`config.mk`:
```
export PLATFORM = sky130hd
export DESIGN_NAME = store_buffer
export DESIGN_NICKNAME = d
export VERILOG_FILES = /design/src/rtl/store_buffer_pkg.sv /design/src/rtl/store_buffer_fwd.sv /design/src/rtl/store_buffer.sv
export SDC_FILE = /design/constraint.sdc
export NUM_CORES = 1
export LEC_CHECK = 0
export ABC_AREA = 1
export BUFFER_PORTS_ARGS = -buffer_cell sky130_fd_sc_hd__buf_2
export CAP_MARGIN = 20
export CORE_ASPECT_RATIO = 1.75
export CORE_MARGIN = 5
export CORE_UTILIZATION = 30
export CTS_BUF_LIST = sky130_fd_sc_hd__clkbuf_16
export CTS_CLUSTER_DIAMETER = 50
export DETAILED_ROUTE_END_ITERATION = 6
export HOLD_SLACK_MARGIN = 0.05
export PLACE_DENSITY_LB_ADDON = 0.12
export SYNTH_ARGS = -nofsm -noshare
export SYNTH_HDL_FRONTEND = slang
export SYNTH_SLANG_ARGS = --single-unit
```
`constraint.sdc`:
```
create_clock -name clk -period 4.5 [get_ports clk]
set_input_delay 0.45 -clock clk [delete_from_list [all_inputs] [get_ports clk]]
set_output_delay 0.45 -clock clk [all_outputs]
set_load 0.02 [all_outputs]
```
`src/rtl/store_buffer_pkg.sv`:
```
// Shared types and constants for the store buffer between MEM and the data cache.
`ifndef ROB_ENTRY_WIDTH
`define ROB_ENTRY_WIDTH 6
`endif

package store_buffer_pkg;

  localparam int unsigned SB_NUM_ENTRIES = 4;
  localparam int unsigned SB_WORD_SIZE   = 32;
  localparam int unsigned SB_ROB_W       = `ROB_ENTRY_WIDTH;

  localparam logic [1:0] SZ_B = 2'd0;
  localparam logic [1:0] SZ_H = 2'd1;
  localparam logic [1:0] SZ_W = 2'd2;

  typedef struct packed {
    logic                    valid;
    logic                    committed;
    logic [SB_WORD_SIZE-1:0] addr;
    logic [SB_WORD_SIZE-1:0] data;
    logic [1:0]              size;
    logic [SB_ROB_W-1:0]     rob_id;
  } sb_entry_t;

endpackage

```
`src/rtl/store_buffer_fwd.sv`:
```
// Youngest-match store-to-load forwarding selector; scans entries oldest to youngest
// relative to tail so the youngest matching entry is the last one written.
module store_buffer_fwd
  import store_buffer_pkg::*;
#(
  parameter int unsigned N         = SB_NUM_ENTRIES,
  parameter int unsigned WORD_SIZE = SB_WORD_SIZE,
  localparam int unsigned IW       = $clog2(N)
) (
  input  sb_entry_t             entries [N],
  input  logic [IW-1:0]         tail,
  input  logic [WORD_SIZE-1:0]  ld_addr,
  output logic                  fwd_hit,
  output logic                  fwd_stall,
  output logic [WORD_SIZE-1:0]  fwd_data
);

  logic [IW-1:0] idx;
  logic          unused_fwd;

  always_comb begin
    fwd_hit   = 1'b0;
    fwd_stall = 1'b0;
    fwd_data  = '0;
    idx       = '0;
    for (int k = int'(N); k >= 1; k--) begin
      idx = tail - IW'(k);
      if (entries[idx].valid &&
          entries[idx].addr[WORD_SIZE-1:2] == ld_addr[WORD_SIZE-1:2]) begin
        if (entries[idx].size == SZ_W) begin
          fwd_hit   = 1'b1;
          fwd_stall = 1'b0;
          fwd_data  = entries[idx].data;
        end else begin
          fwd_hit   = 1'b0;
          fwd_stall = 1'b1;
          fwd_data  = '0;
        end
      end
    end
  end

  always_comb begin
    unused_fwd = ^ld_addr[1:0];
    for (int i = 0; i < int'(N); i++) begin
      unused_fwd = unused_fwd ^ entries[i].committed ^ (^entries[i].rob_id) ^
                   (^entries[i].addr[1:0]);
    end
  end

endmodule

```
`src/rtl/store_buffer.sv`:
```
// In-order store buffer: holds executed stores until ROB permission, drains them to the
// D-cache one per cycle, forwards word data to loads, and drops uncommitted stores on flush.
module store_buffer
  import store_buffer_pkg::*;
#(
  parameter int unsigned N               = SB_NUM_ENTRIES,
  parameter int unsigned WORD_SIZE       = SB_WORD_SIZE,
  parameter int unsigned ROB_ENTRY_WIDTH = `ROB_ENTRY_WIDTH
) (
  input  logic                       clk,
  input  logic                       rst,
  input  logic                       st_valid,
  input  logic [WORD_SIZE-1:0]       st_addr,
  input  logic [WORD_SIZE-1:0]       st_data,
  input  logic [1:0]                 st_size,
  input  logic [ROB_ENTRY_WIDTH-1:0] st_rob_id,
  output logic                       full,
  input  logic                       sb_store_permission,
  input  logic [ROB_ENTRY_WIDTH-1:0] sb_rob_id,
  input  logic                       flush,
  input  logic [WORD_SIZE-1:0]       ld_addr,
  output logic                       fwd_hit,
  output logic [WORD_SIZE-1:0]       fwd_data,
  output logic                       fwd_stall,
  output logic                       dc_req,
  output logic [WORD_SIZE-1:0]       dc_addr,
  output logic [WORD_SIZE-1:0]       dc_data,
  output logic [1:0]                 dc_size,
  input  logic                       dc_ready,
  output logic                       empty
);

  localparam int unsigned IW = $clog2(N);
  localparam int unsigned CW = IW + 1;

  sb_entry_t     entries_q [N];
  sb_entry_t     entries_d [N];
  logic [IW-1:0] head_q, head_d, tail_q, tail_d;
  logic [CW-1:0] count_q, count_d, ccount_q, ccount_d;
  logic          alloc, xfer, perm_hit;
  logic [IW-1:0] perm_idx;
  sb_entry_t     head_ent;

  assign full     = (count_q == CW'(N));
  assign empty    = (count_q == '0);
  assign head_ent = entries_q[head_q];
  assign dc_req   = head_ent.valid && head_ent.committed;
  assign dc_addr  = head_ent.addr;
  assign dc_data  = head_ent.data;
  assign dc_size  = head_ent.size;
  assign alloc    = st_valid && !full;
  assign xfer     = dc_req && dc_ready;

  // Only uncommitted entries are candidates so a repeated tag cannot double-count.
  always_comb begin
    perm_hit = 1'b0;
    perm_idx = '0;
    for (int i = int'(N) - 1; i >= 0; i--) begin
      if (sb_store_permission && entries_q[i].valid && !entries_q[i].committed &&
          entries_q[i].rob_id == sb_rob_id) begin
        perm_hit = 1'b1;
        perm_idx = IW'(i);
      end
    end
  end

  always_comb begin
    entries_d = entries_q;
    head_d    = head_q;
    tail_d    = tail_q;
    count_d   = count_q;
    ccount_d  = ccount_q;
    if (perm_hit) begin
      entries_d[perm_idx].committed = 1'b1;
      ccount_d = ccount_d + CW'(1);
    end
    if (xfer) begin
      entries_d[head_q] = '0;
      head_d   = head_q + IW'(1);
      ccount_d = ccount_d - CW'(1);
    end
    if (flush) begin
      // Permission and drain above are already folded in, so survivors are exactly ccount_d.
      for (int i = 0; i < int'(N); i++) begin
        if (!entries_d[i].committed) entries_d[i] = '0;
      end
      tail_d  = head_d + ccount_d[IW-1:0];
      count_d = ccount_d;
    end else begin
      if (alloc) begin
        entries_d[tail_q] = '{valid: 1'b1, committed: 1'b0, addr: st_addr, data: st_data,
                              size: st_size, rob_id: st_rob_id};
        tail_d = tail_q + IW'(1);
      end
      count_d = count_q + CW'(alloc) - CW'(xfer);
    end
  end

  always_ff @(posedge clk or negedge rst) begin
    if (!rst) begin
      for (int i = 0; i < int'(N); i++) entries_q[i] <= '0;
      head_q   <= '0;
      tail_q   <= '0;
      count_q  <= '0;
      ccount_q <= '0;
    end else begin
      entries_q <= entries_d;
      head_q    <= head_d;
      tail_q    <= tail_d;
      count_q   <= count_d;
      ccount_q  <= ccount_d;
    end
  end

  store_buffer_fwd #(
    .N         (N),
    .WORD_SIZE (WORD_SIZE)
  ) u_fwd (
    .entries   (entries_q),
    .tail      (tail_q),
    .ld_addr   (ld_addr),
    .fwd_hit   (fwd_hit),
    .fwd_stall (fwd_stall),
    .fwd_data  (fwd_data)
  );

endmodule
```
==> results.md, run 1 <==
- Status: complete, no violations
- Clock latency at the later pin of the worst-skew pair: 600 ps
- Net switching power: 10,450 uW
- Std-Cell Rows: 134
- Worst EP arrival: 3950 ps
- Arithmetic-cell share of the synthesized area counting full adders, half adders and majority gates: 0.007922
- Average cell area after synthesis: 6.325 um^2
- Warning count from the yosys run: 0
- Buffers and inverters on the worst path: 5
- Standard cell area after detailed placement: 25,060 um^2
- GR Util All Layers: 0.2423
- Worst R2R Path Depth: 11
- WHS Path Cells: 3
- Pin count of the biggest net entering global routing: 162
- Sink Count: 306
- Leakage component of the power: 0.01216 uW
- RSZ-0062 raised after global routing: true
- Final Cycle Share: 0.9774
- Path type of the worst setup path: reg2out
- Share of layout cells above drive strength 1: 0.1047
- Die span in x: 219.6 um
- Kind of cell adding the most delay to the critical path: simple AND/OR/NAND/NOR gates
- Yosys top cell by area: sky130_fd_sc_hd__dfrtp_1
- Top-level I/O count: 219
- Fillers: 8,492
- Net switching share of the total power: 0.5474
- Count of antenna-violating nets left after detailed routing: 0
- CTS H-tree depth: 2
- Number of vias in the routed layout: 25,327
- Met2 layer usage reported by global route: 0.4458
- Cell type with the highest occurrence count on the critical path: sky130_fd_sc_hd__nand2_1
- Startpoint kind of the worst setup timing path: flip-flop
- Area Growth Syn to Fin: 16.39%
- Clock network power share: 0.180
- Xor and xnor fraction of the mapped netlist area: 0.01519
- Post-route total power: 19,090 uW
- Crit path required time: 4050 ps
- Slowest library cell on the worst path: sky130_fd_sc_hd__dfrtp_4
- Worst slew pin tran: 1048 ps
- Peak ir drop on the vdd network: 0.4640 mV
- Register clock-pin slew on the reported worst setup and hold paths: 60 ps
- Routed WL per cell: 21.91 um
- Worst setup EP type: output port
- Number of buffers created by CTS: 41
- Most Crowded Layer GR: met2
- Final Max Slew Viols: 0
- Dominant combinational cell family by area after synthesis: simple AND/OR/NAND/NOR gates
- Global-route track usage on met3: 0.02842
- Placed wire-length estimate: 68.11 mm
- Worst-case clock skew: 27.12 ps
- Synthesized instance count: 3,646
- Async set-reset flop share out of synthesis: 1.000
- WL final: 104.5 mm
- Maxcap violations: 0
- Commonest non-fill, non-tap cell in the layout: sky130_fd_sc_hd__nand2_1
- Global-route wire length before repair: 154.2 mm
- Met1 demand-to-capacity share in global routing: 0.2818
- Net count, final: 3,844
- Share of the yosys chip area belonging to registers: 0.3321
- I/O Buffers: 216
- Ordered cell list for the critical path: inv_8 > ha_4 > inv_8 > buf_12 > nand3_1 > nand2_1 > xor2_2 > nand2_1 > nor2_1 > nand2_1 > nor2_4 > nand2_4 > nor2_4 > clkbuf_16 > nand2_1 > nand2_1 > nand2_1 > nand2_1 > nand2_1 > nand2_2 > buf_4
- Crit path max fanout: 20
- Count of endpoints failing hold in the final timing report: 0
- Floorplan die height: 376.8 um
- Synthesized netlist net count: 3,776
- Top area cells in the synthesized netlist: sky130_fd_sc_hd__dfrtp_1 (33%), sky130_fd_sc_hd__nand2_1 (18%), sky130_fd_sc_hd__nand3_1 (7.8%)
- Die area: 82,730 um^2
- Commonest cells after routing, fill and taps aside: sky130_fd_sc_hd__nand2_1 (1,118), sky130_fd_sc_hd__inv_1 (429), sky130_fd_sc_hd__o21ai_0 (360)
- 1st-pass router iterations: 6
- Synth unique cells: 35
- Starting density of the core: 0.3023
- Max clock buf depth: 3
- Post-route cell area: 26,840 um^2
- Post-synthesis compound-gate area fraction: 0.2297
- Synth top area share: 0.3321
- Floorplan Core Area: 76,290 um^2
- Final setup violation count: 0
- CTS root buffer: sky130_fd_sc_hd__clkbuf_16
- Number of antenna violations at the first check in global routing: 6
- Top_reg_cell synth: sky130_fd_sc_hd__dfrtp_1
- Count of flip-flops with a built-in enable after synthesis: 0
- Fraction of power consumed by sequential logic: 0.206
- Maximum operating frequency: 227.4 MHz
- # DRC: 0
- Congestion Overflow GR: 0
- TritonCTS clock tree: done
- Multiplexer fraction of the synthesized cell area: 0
- Initial DRC count: 1,762
- Vias in the first global route: 24,777
- Remaining max-slew budget at the tightest pin: 0.3012
- Flop and latch count out of synthesis: 306
- Hold/Removal Path Class: in2reg
- Weighted congestion at the end of routability-driven global placement: 0.9259
- Cell internal power dissipation: 8641 uW
- Number of vias per cell: 5.312
- Simple-gate area share of the yosys netlist: 0.2934
- Summed instance area of the synthesized netlist: 23,060 um^2
- Combinational share of power: 0.614
- Power density cells: 711.3 nW/um^2
- Instance count on the critical path: 21
- Worst stage delay on the critical path: 540 ps
- Time the final worst path needs with I/O delays and setup: 4398 ps
-- area by class of cell --
class / count / area (um^2) / share of cell area
Clock inverter: 31 / 316.6 / 0.01179
Clock buffer: 42 / 1051 / 0.03916
Sequential cell: 306 / 7669 / 0.2857
Tap cell: 1020 / 1276 / 0.04755
Antenna cell: 4 / 10.01 / 0.0003730
Timing Repair Buffer: 284 / 2076 / 0.07734
Inverter: 434 / 1657 / 0.06173
Multi-Input combinational cell: 2647 / 12780 / 0.4763
-- power groups by stage --
stage | logic, uW | clock network (uW) | registers (uW)
after floorplan | 7640 | 0 | 3720
after global placement | 11400 | 0 | 3980
after detailed placement | 11400 | 0 | 3980
after CTS | 11600 | 3520 | 3940
after global routing | 12800 | 3600 | 4020
final | 11700 | 3430 | 3940
-- repair_timing --
action | in CTS | in global routing
hold endpoints to repair | 92 | 0
gates cloned | 1 | 5
setup endpoints to repair | 34 | 34
gates resized for setup | 7 | 61
setup buffers | 0 | 3
pin swaps | 0 | 5
hold buffers | 1 | 0
-- registers in the layout, indices dropped and copies added, names as in the netlist --
| register | flops |
|---|---|
| count_q | 3 |
| head_q | 2 |
| tail_q | 2 |
| entries_q | 296 |
| ccount_q | 3 |
-- per-stage QoR --
stage               utilization  hold slack [ps]  std cells  TNS [ps]  setup WS (ps)
floorplan                     -            154.4       3646         0          478.4
global placement         0.3285            502.1       4681         0          454.9
detailed placement       0.3285            515.1       4681         0          462.1
CTS                      0.3474            137.9       4756         0          26.21
global route             0.3517            176.4       4765    -151.0         -18.94
finish                   0.3518            184.5       4768         0          101.8
-- cells in the mapped netlist, types with 18 or more instances --
master                        n
sky130_fd_sc_hd__dfrtp_1    306
sky130_fd_sc_hd__xor2_1      32
sky130_fd_sc_hd__nand2_1   1131
sky130_fd_sc_hd__buf_2       57
sky130_fd_sc_hd__clkbuf_1   155
sky130_fd_sc_hd__nor2_1      71
sky130_fd_sc_hd__buf_1       20
sky130_fd_sc_hd__nand3_1    361
sky130_fd_sc_hd__inv_1      426
sky130_fd_sc_hd__a211oi_1    76
sky130_fd_sc_hd__nand4_1     46
sky130_fd_sc_hd__o22ai_1    223
sky130_fd_sc_hd__buf_4       18
sky130_fd_sc_hd__o21ai_0    360
sky130_fd_sc_hd__a21oi_1    283
-- worst reg2reg max path, delay by kind of cell, from the launching register on --
family	cells	cell delay, ps
simple gates	3	800
flops	1	620
compound gates	4	830
buf+inv	4	1120
-- routing by layer --
| layer | up-vias | wire, um |
|---|---|---|
| met5 | - | 24 |
| met1 | 12158 | 40720 |
| met3 | 191 | 4556 |
| met4 | 4 | 4780 |
| li1 | 12271 | - |
| met2 | 703 | 54380 |
-- cell families after synthesis --
family / Yosys count
flip-flops: 306
buffers and inverters: 693
AO/OA/AOI/OAI: 960
AND/OR/NAND/NOR: 1633
XOR/XNOR: 40
adder cells (fa/ha/maj): 14
-- path summary, 6_finish.rpt --
kind	startpoint	end	slack [ps]
max	tail_q[0]$_DFFE_PN0P_	fwd_data[19]	100
min	st_data[11]	entries_q[241]$_DFF_PN0_	180
max reg2reg	head_q[0]$_DFF_PN0_	entries_q[268]$_DFF_PN0_	980
min reg2reg	entries_q[189]$_DFF_PN0_	entries_q[189]$_DFF_PN0_	530
max in group asynchronous	rst	head_q[0]$_DFF_PN0_	2880
min in group asynchronous	rst	entries_q[65]$_DFF_PN0_	470
No activity file was read; power rests on OpenSTA's default activity.
==> run 2, diff against run 1 <==
--- a/config.mk
+++ b/config.mk
@@ -15,7 +15,7 @@
 export CTS_CLUSTER_DIAMETER = 50
 export DETAILED_ROUTE_END_ITERATION = 6
 export HOLD_SLACK_MARGIN = 0.05
-export PLACE_DENSITY_LB_ADDON = 0.12
+export PLACE_DENSITY = 0.5
 export SYNTH_ARGS = -nofsm -noshare
 export SYNTH_HDL_FRONTEND = slang
 export SYNTH_SLANG_ARGS = --single-unit
==> results.md, run 2 (same netlist as run 1, synthesis figures left out) <==
- Startpoint of the most critical hold path: st_data[7]
- Worst slew pin tran: 998.7 ps (-49.60 ps)
- Maximum operating frequency: 228.0 MHz (+0.26%)
- Ordered cell list for the critical path: buf_4 > buf_16 > nand2_1 > nand3_1 > nand3_1 > nand2_2 > inv_1 > nand2_1 > nor2_4 > nand2_1 > nor2_4 > nand2_2 > nor2_4 > buf_6 > nand2_1 > nand2_1 > nand2_1 > nand2_1 > nand2_1 > nand2_1 > buf_2
- Commonest non-fill, non-tap cell in the layout: sky130_fd_sc_hd__nand2_1
- Weighted congestion at the end of routability-driven global placement: 0.9741 (+5.2%)
- Number of buffers created by CTS: 42 (+2.4%)
- Path type of the worst setup path: reg2out
- Remaining max-slew budget at the tightest pin: 0.3342 (+0.03307)
- Worst-case clock skew: 34.08 ps (+6.959 ps)
- Congestion Overflow GR: 0 (unchanged)
- Clock latency at the later pin of the worst-skew pair: 610 ps (about the same)
- Global-route wire length before repair: 149.9 mm (-2.8%)
- Leakage component of the power: 0.01222 uW (+0.44%)
- Area Growth Syn to Fin: 17.12%
- Status: complete, no violations
- Number of flip-flops under the largest register name: 296 (unchanged)
- I/O Buffers: 216 (unchanged)
- Startpoint kind of the worst setup timing path: flip-flop
- Std-Cell Rows: 134 (unchanged)
- Share of layout cells above drive strength 1: 0.1090 (+0.004279)
- Final Max Slew Viols: 0 (unchanged)
- GR Util All Layers: 0.2353 (-0.007048)
- Pin count of the biggest net entering global routing: 131 (-19%)
- WHS Path Cells: 3 (unchanged)
- FF-to-FF Start: tail_q[0]$_DFFE_PN0P_
- Net count, final: 3,849 (+0.13%)
- Die area: 82,730 um^2 (unchanged)
- Hold/Removal Path Class: in2reg
- Largest reg by FF count: entries_q
- Reg2reg setup slack: 1090 ps (+110 ps)
- Slowest library cell on the worst path: sky130_fd_sc_hd__dfrtp_4
- CTS root buffer: sky130_fd_sc_hd__clkbuf_16
- Worst setup EP type: output port
- Crit path required time: 4050 ps (about the same)
- Die span in x: 219.6 um (unchanged)
- Number of antenna violations at the first check in global routing: 9 (+3)
- Final setup violation count: 0 (unchanged)
- RSZ-0062 raised after global routing: true
- Number of vias per cell: 5.293 (-0.35%)
- Floorplan Core Area: 76,290 um^2 (unchanged)
- Top-level I/O count: 219 (unchanged)
- Peak ir drop on the vdd network: 0.5078 mV (+9.4%)
- TritonCTS clock tree: done
- Worst EP arrival: 3940 ps (about the same)
- WL final: 102.1 mm (-2.2%)
- Worst R2R Path Depth: 8 (-3)
- Starting density of the core: 0.3023 (unchanged)
- Cell Count, Final, Fillers Out: 4,779 (+0.23%)
- CTS H-tree depth: 2 (unchanged)
- Count of placed standard cells including taps: 4,676 (-0.11%)
- Terminus of the critical flop-to-flop path: entries_q[198]$_DFF_PN0_
- Crit path max fanout: 65 (+230%)
- 1st-pass router iterations: 6 (unchanged)
- Maxcap violations: 0 (unchanged)
- Post-route total power: 19,410 uW (+1.7%)
- Max clock buf depth: 3 (unchanged)
- Count of antenna-violating nets left after detailed routing: 0 (unchanged)
- Top flop regs: entries_q: 296 flops, ccount_q: 3 flops, count_q: 3 flops
- Floorplan die height: 376.8 um (unchanged)
- Routed WL per cell: 21.37 um (-2.5%)
- Endpoint, Worst Hold: entries_q[237]$_DFF_PN0_
- Vias in the first global route: 24,417 (-1.5%)
- Placed wire-length estimate: 66.66 mm (-2.1%)
- Commonest cells after routing, fill and taps aside: sky130_fd_sc_hd__nand2_1 (1,116), sky130_fd_sc_hd__inv_1 (430), sky130_fd_sc_hd__o21ai_0 (358)
- Number of vias in the routed layout: 25,297 (-0.12%)
- Initial DRC count: 1,647 (-6.5%)
- Count of endpoints failing hold in the final timing report: 0 (unchanged)
- Power density cells: 718.7 nW/um^2 (+1.0%)
- Worst hold margin: 165.3 ps (-19.21 ps)
- Final Cycle Share: 0.9749 (-0.002523)
- Cell type with the highest occurrence count on the critical path: sky130_fd_sc_hd__nand2_1
- # DRC: 0 (unchanged)
- Register clock-pin slew on the reported worst setup and hold paths: 70 ps (about the same)
- Sink Count: 306 (unchanged)
- Time the final worst path needs with I/O delays and setup: 4387 ps (-11.35 ps)
- Worst stage delay on the critical path: 510 ps (-30 ps)
==> run 2: worst max-delay path by stage <==
stage	from	endpoint	cells past startpoint
floorplan	tail_q[1]$_DFFE_PN0P_	fwd_stall	23
global placement	tail_q[0]$_DFFE_PN0P_	fwd_data[0]	21
detailed placement	tail_q[0]$_DFFE_PN0P_	fwd_data[0]	21
CTS	tail_q[0]$_DFFE_PN0P_	fwd_data[27]	10
global route	tail_q[0]$_DFFE_PN0P_	fwd_data[30]	21
finish	tail_q[0]$_DFFE_PN0P_	fwd_data[24]	21
==> run 2: critical path, delay by kind of cell, from the launching register on <==
family        cells  cell delay, ps
simple gates     16            1830
buf+inv           5             850
flops             1             510
==> run 2: metrics by stage <==
| stage | worst slack, ps | setup TNS [ps] | utilization | cell area [um^2] |
|---|---|---|---|---|
| floorplan | 478.4 | 0 | - | 23060 |
| global placement | 506.4 | 0 | 0.3287 | 25080 |
| detailed placement | 485.5 | 0 | 0.3287 | 25080 |
| CTS | 4.343 | 0 | 0.3485 | 26590 |
| global route | -56.54 | -850.2 | 0.3539 | 27000 |
| finish | 113.1 | 0 | 0.3540 | 27010 |
==> run 2: report_power, final <==
group          internal (uW)  switching [uW]  total (uW)
clock network           2110            1480        3590
logic                   3500            8410       11900
registers               3330             591        3920
==> run 2: timing repair <==
| action | 4_1_cts | 5_1_grt |
|---|---|---|
| pin swaps | 0 | 13 |
| cloned | 0 | 5 |
| gates resized for setup | 13 | 57 |
| hold buffers | 1 | 0 |
| setup endpoints to repair | 34 | 34 |
| endpoints found under the hold margin | 52 | 0 |
| buffers inserted | 0 | 13 |
==> run 2: layout make-up <==
class | count | area, um^2
clock inverters | 35 | 372.9
fillers | 8441 | 49280
clock buffers | 43 | 1076
well taps | 1020 | 1276
inverters | 434 | 1669
flip-flops and latches | 306 | 7669
diodes | 6 | 15.01
multi-input cells | 2647 | 12830
repair buffers | 288 | 2101
==> run 2: layer usage <==
layer  share of wire  GRT usage  vias up
li1                -          -    12253
met1            0.38     0.2712    11983
met2            0.51     0.4268      822
met3           0.052    0.03107      239
met4           0.057     0.1116        0
met5               0          0        -
==> run 3, diff against run 2 <==
--- a/config.mk
+++ b/config.mk
@@ -6,7 +6,6 @@
 export NUM_CORES = 1
 export LEC_CHECK = 0
 export ABC_AREA = 1
-export BUFFER_PORTS_ARGS = -buffer_cell sky130_fd_sc_hd__buf_2
 export CAP_MARGIN = 20
 export CORE_ASPECT_RATIO = 1.75
 export CORE_MARGIN = 5
@@ -14,8 +13,9 @@
 export CTS_BUF_LIST = sky130_fd_sc_hd__clkbuf_16
 export CTS_CLUSTER_DIAMETER = 50
 export DETAILED_ROUTE_END_ITERATION = 6
+export DONT_BUFFER_PORTS = 1
 export HOLD_SLACK_MARGIN = 0.05
-export PLACE_DENSITY = 0.5
+export PLACE_DENSITY = 0.48
 export SYNTH_ARGS = -nofsm -noshare
 export SYNTH_HDL_FRONTEND = slang
 export SYNTH_SLANG_ARGS = --single-unit
==> results.md, run 3 (same netlist as run 1, synthesis figures left out) <==
- Worst stage delay on the critical path: 520 ps (about the same)
- Net switching share of the total power: 0.5482 (+0.008465)
- Top flop regs: entries_q: 296 flops, ccount_q: 3 flops, count_q: 3 flops
- Largest reg by FF count: entries_q
- CTS root buffer: sky130_fd_sc_hd__clkbuf_16
- Pin count of the biggest net entering global routing: 307 (+130%)
- Final worst slack: 156.4 ps (+43.23 ps)
- Area Growth Syn to Fin: 11.92%
- Number of antenna violations at the first check in global routing: 6 (-3)
- Congestion Overflow GR: 0 (unchanged)
- Placed wire-length estimate: 66.42 mm (-0.36%)
- Weighted congestion at the end of routability-driven global placement: 0.9355 (-4.0%)
- CTS Hold Buffers Added: 9 (+8)
- Hold/Removal Path Class: in2async
- Startpoint kind of the worst setup timing path: flip-flop
- Status: finished, violations left
- Commonest non-fill, non-tap cell in the layout: sky130_fd_sc_hd__nand2_1
- Final Cycle Share: 0.9653 (-0.009607)
- Remaining max-slew budget at the tightest pin: 0.2634 (-0.07080)
- 1st-pass router iterations: 5 (-1)
- Routed WL per cell: 22.65 um (+6.0%)
- WL final: 103.5 mm (+1.3%)
- Cell internal power dissipation: 8508 uW (-4.8%)
- Worst slew pin tran: 1105 ps (+106.2 ps)
- Share of layout cells above drive strength 1: 0.05361 (-0.05537)
- GR Util All Layers: 0.2378 (+0.002521)
- Buffers and inverters on the worst path: 5 (unchanged)
- Global-route wire length before repair: 151.1 mm (+0.77%)
- Post-route total power: 18,830 uW (-3.0%)
- Number of flip-flops under the largest register name: 296 (unchanged)
- Leakage component of the power: 0.01124 uW (-7.9%)
- Worst-case clock skew: 19.90 ps (-14.18 ps)
- Power density cells: 729.7 nW/um^2 (+1.5%)
- Worst slack at placement: 477.5 ps (-7.972 ps)
- Ordered cell list for the critical path: inv_6 > ha_4 > buf_12 > buf_8 > nand3_1 > nand2_1 > nand2_1 > o21ai_0 > a211oi_2 > nand3_1 > nor2_1 > nand2_2 > buf_4 > a21oi_2 > buf_4
- Number of buffers created by CTS: 42 (unchanged)
- Die area: 82,730 um^2 (unchanged)
- # DRC: 0 (unchanged)
- Cell Count, Final, Fillers Out: 4,570 (-4.4%)
- Maxcap violations: 0 (unchanged)
- Clock latency at the later pin of the worst-skew pair: 590 ps (-20 ps)
- Post-route cell area: 25,810 um^2 (-4.4%)
- Net switching power: 10,320 uW (-1.5%)
- CTS H-tree depth: 2 (unchanged)
- Std-Cell Rows: 134 (unchanged)
- Die span in x: 219.6 um (unchanged)
- FF-to-FF Start: head_q[1]$_DFF_PN0_
- Kind of cell adding the most delay to the critical path: buffers and inverters
- Path type of the worst setup path: reg2out
- Final setup violation count: 0 (unchanged)
- Number of vias per cell: 5.366 (+1.4%)
- Peak ir drop on the vdd network: 0.4135 mV (-19%)
- Slowest library cell on the worst path: sky130_fd_sc_hd__dfrtp_4
- Worst setup path startpoint: tail_q[0]$_DFFE_PN0P_
- Floorplan die height: 376.8 um (unchanged)
- Count of endpoints failing hold in the final timing report: 306 (+306)
- TritonCTS clock tree: done
- Commonest cells after routing, fill and taps aside: sky130_fd_sc_hd__nand2_1 (1,112), sky130_fd_sc_hd__inv_1 (430), sky130_fd_sc_hd__o21ai_0 (360)
- I/O Buffers: 0 (-100%)
- Failing checks: hold timing
- Top-level I/O count: 219 (unchanged)
- Max clock buf depth: 3 (unchanged)
- Final Max Slew Viols: 0 (unchanged)
- Crit path required time: 4050 ps (about the same)
- Initial DRC count: 1,621 (-1.6%)
- Net count, final: 3,642 (-5.4%)
- Maximum operating frequency: 230.2 MHz (+0.99%)
- Standard cell area after detailed placement: 23,910 um^2 (-4.6%)
- Sink Count: 306 (unchanged)
- Starting density of the core: 0.3023 (unchanged)
- Count of placed standard cells including taps: 4,466 (-4.5%)
- Register clock-pin slew on the reported worst setup and hold paths: 60 ps (about the same)
- Number of vias in the routed layout: 24,521 (-3.1%)
- Fraction of power consumed by sequential logic: 0.206 (+0.004)
- Count of antenna-violating nets left after detailed routing: 0 (unchanged)
- Combinational share of power: 0.610 (-0.003)
- Crit path max fanout: 25 (-62%)
- Worst EP arrival: 3890 ps (-50 ps)
- Clock network power share: 0.184 (about the same)
- Floorplan Core Area: 76,290 um^2 (unchanged)
- Time the final worst path needs with I/O delays and setup: 4344 ps (-43.23 ps)
- Worst setup EP type: output port
- Vias in the first global route: 23,972 (-1.8%)
- Worst hold margin: -419.8 ps (-585.1 ps)
## run 3: cell count changes in the layout (fill, tap and decap cells not counted), moves of 3 or more
cell / before / now
sky130_fd_sc_hd__buf_12: 21 / 14
sky130_fd_sc_hd__buf_2: 200 / 0
sky130_fd_sc_hd__buf_4: 50 / 41
sky130_fd_sc_hd__clkinv_2: 5 / 2
sky130_fd_sc_hd__clkinvlp_4: 7 / 4
sky130_fd_sc_hd__dlygate4sd3_1: 1 / 9
sky130_fd_sc_hd__inv_6: 4 / 8
sky130_fd_sc_hd__nand2_1: 1116 / 1112
sky130_fd_sc_hd__nand2_2: 16 / 19
sky130_fd_sc_hd__nor2_1: 65 / 68
## run 3: path summary, 6_finish.rpt
check	depth (start not counted)	slack [ps]	endpoint
min	0	-420	entries_q[163]$_DFF_PN0_
max in group asynchronous	0	4520	entries_q[124]$_DFF_PN0_
max reg2reg	8	930	entries_q[262]$_DFF_PN0_
max	15	160	fwd_stall
min reg2reg	2	520	entries_q[189]$_DFF_PN0_
min in group clk	2	80	entries_q[254]$_DFF_PN0_
## run 3: cell type report
type                       count  area, um^2
tap                         1020        1276
multi-input combinational   2647       12800
antenna                        6       15.01
timing repair buffer          81       996.0
clock inverter                33       317.8
inverter                     434        1654
clock buffer                  43        1076
sequential                   306        7669
fill                        8418       50480
## run 3: repair_timing
| item | in CTS | in global routing |
|---|---|---|
| hold endpoints to repair | 319 | 306 |
| setup buffers | 0 | 7 |
| setup endpoints to repair | 34 | 34 |
| gates cloned | 0 | 6 |
| pin swaps | 0 | 3 |
| resized for setup | 15 | 35 |
## run 3: power by group through the flow
stage | combinational, uW | sequential [uW] | clock, uW
after floorplan | 7640 | 3720 | 0
after global placement | 11000 | 3920 | 0
after detailed placement | 11000 | 3930 | 0
after CTS | 11100 | 3880 | 3560
after global routing | 12500 | 3960 | 3640
final | 11500 | 3880 | 3460
## run 3: layer usage
layer / share of wire / wire (um) / track usage / up-vias
met5: 0 / 0 / 0 / -
met4: 0.052 / 5341 / 0.1150 / 0
met3: 0.059 / 6075 / 0.04825 / 216
met2: 0.52 / 54040 / 0.4355 / 689
met1: 0.37 / 38040 / 0.2591 / 11744
li1: - / - / - / 11872
## run 3: worst reg2reg max path: cells and delay by family, from the launching register on
family | cells | cell delay, ps
AO/OA/AOI/OAI | 3 | 770
buffers and inverters | 3 | 1590
flip-flops | 1 | 440
AND/OR/NAND/NOR | 2 | 670
## run 3: stage by stage
| step | utilization | TNS (ps) |
|---|---|---|
| 6_report | 0.3383 | 0 |
| 5_1_grt | 0.3383 | -124.8 |
| 4_1_cts | 0.3336 | 0 |
| 3_5_place_dp | 0.3134 | 0 |
| 3_3_place_gp | 0.3134 | 0 |
| 2_1_floorplan | - | 0 |
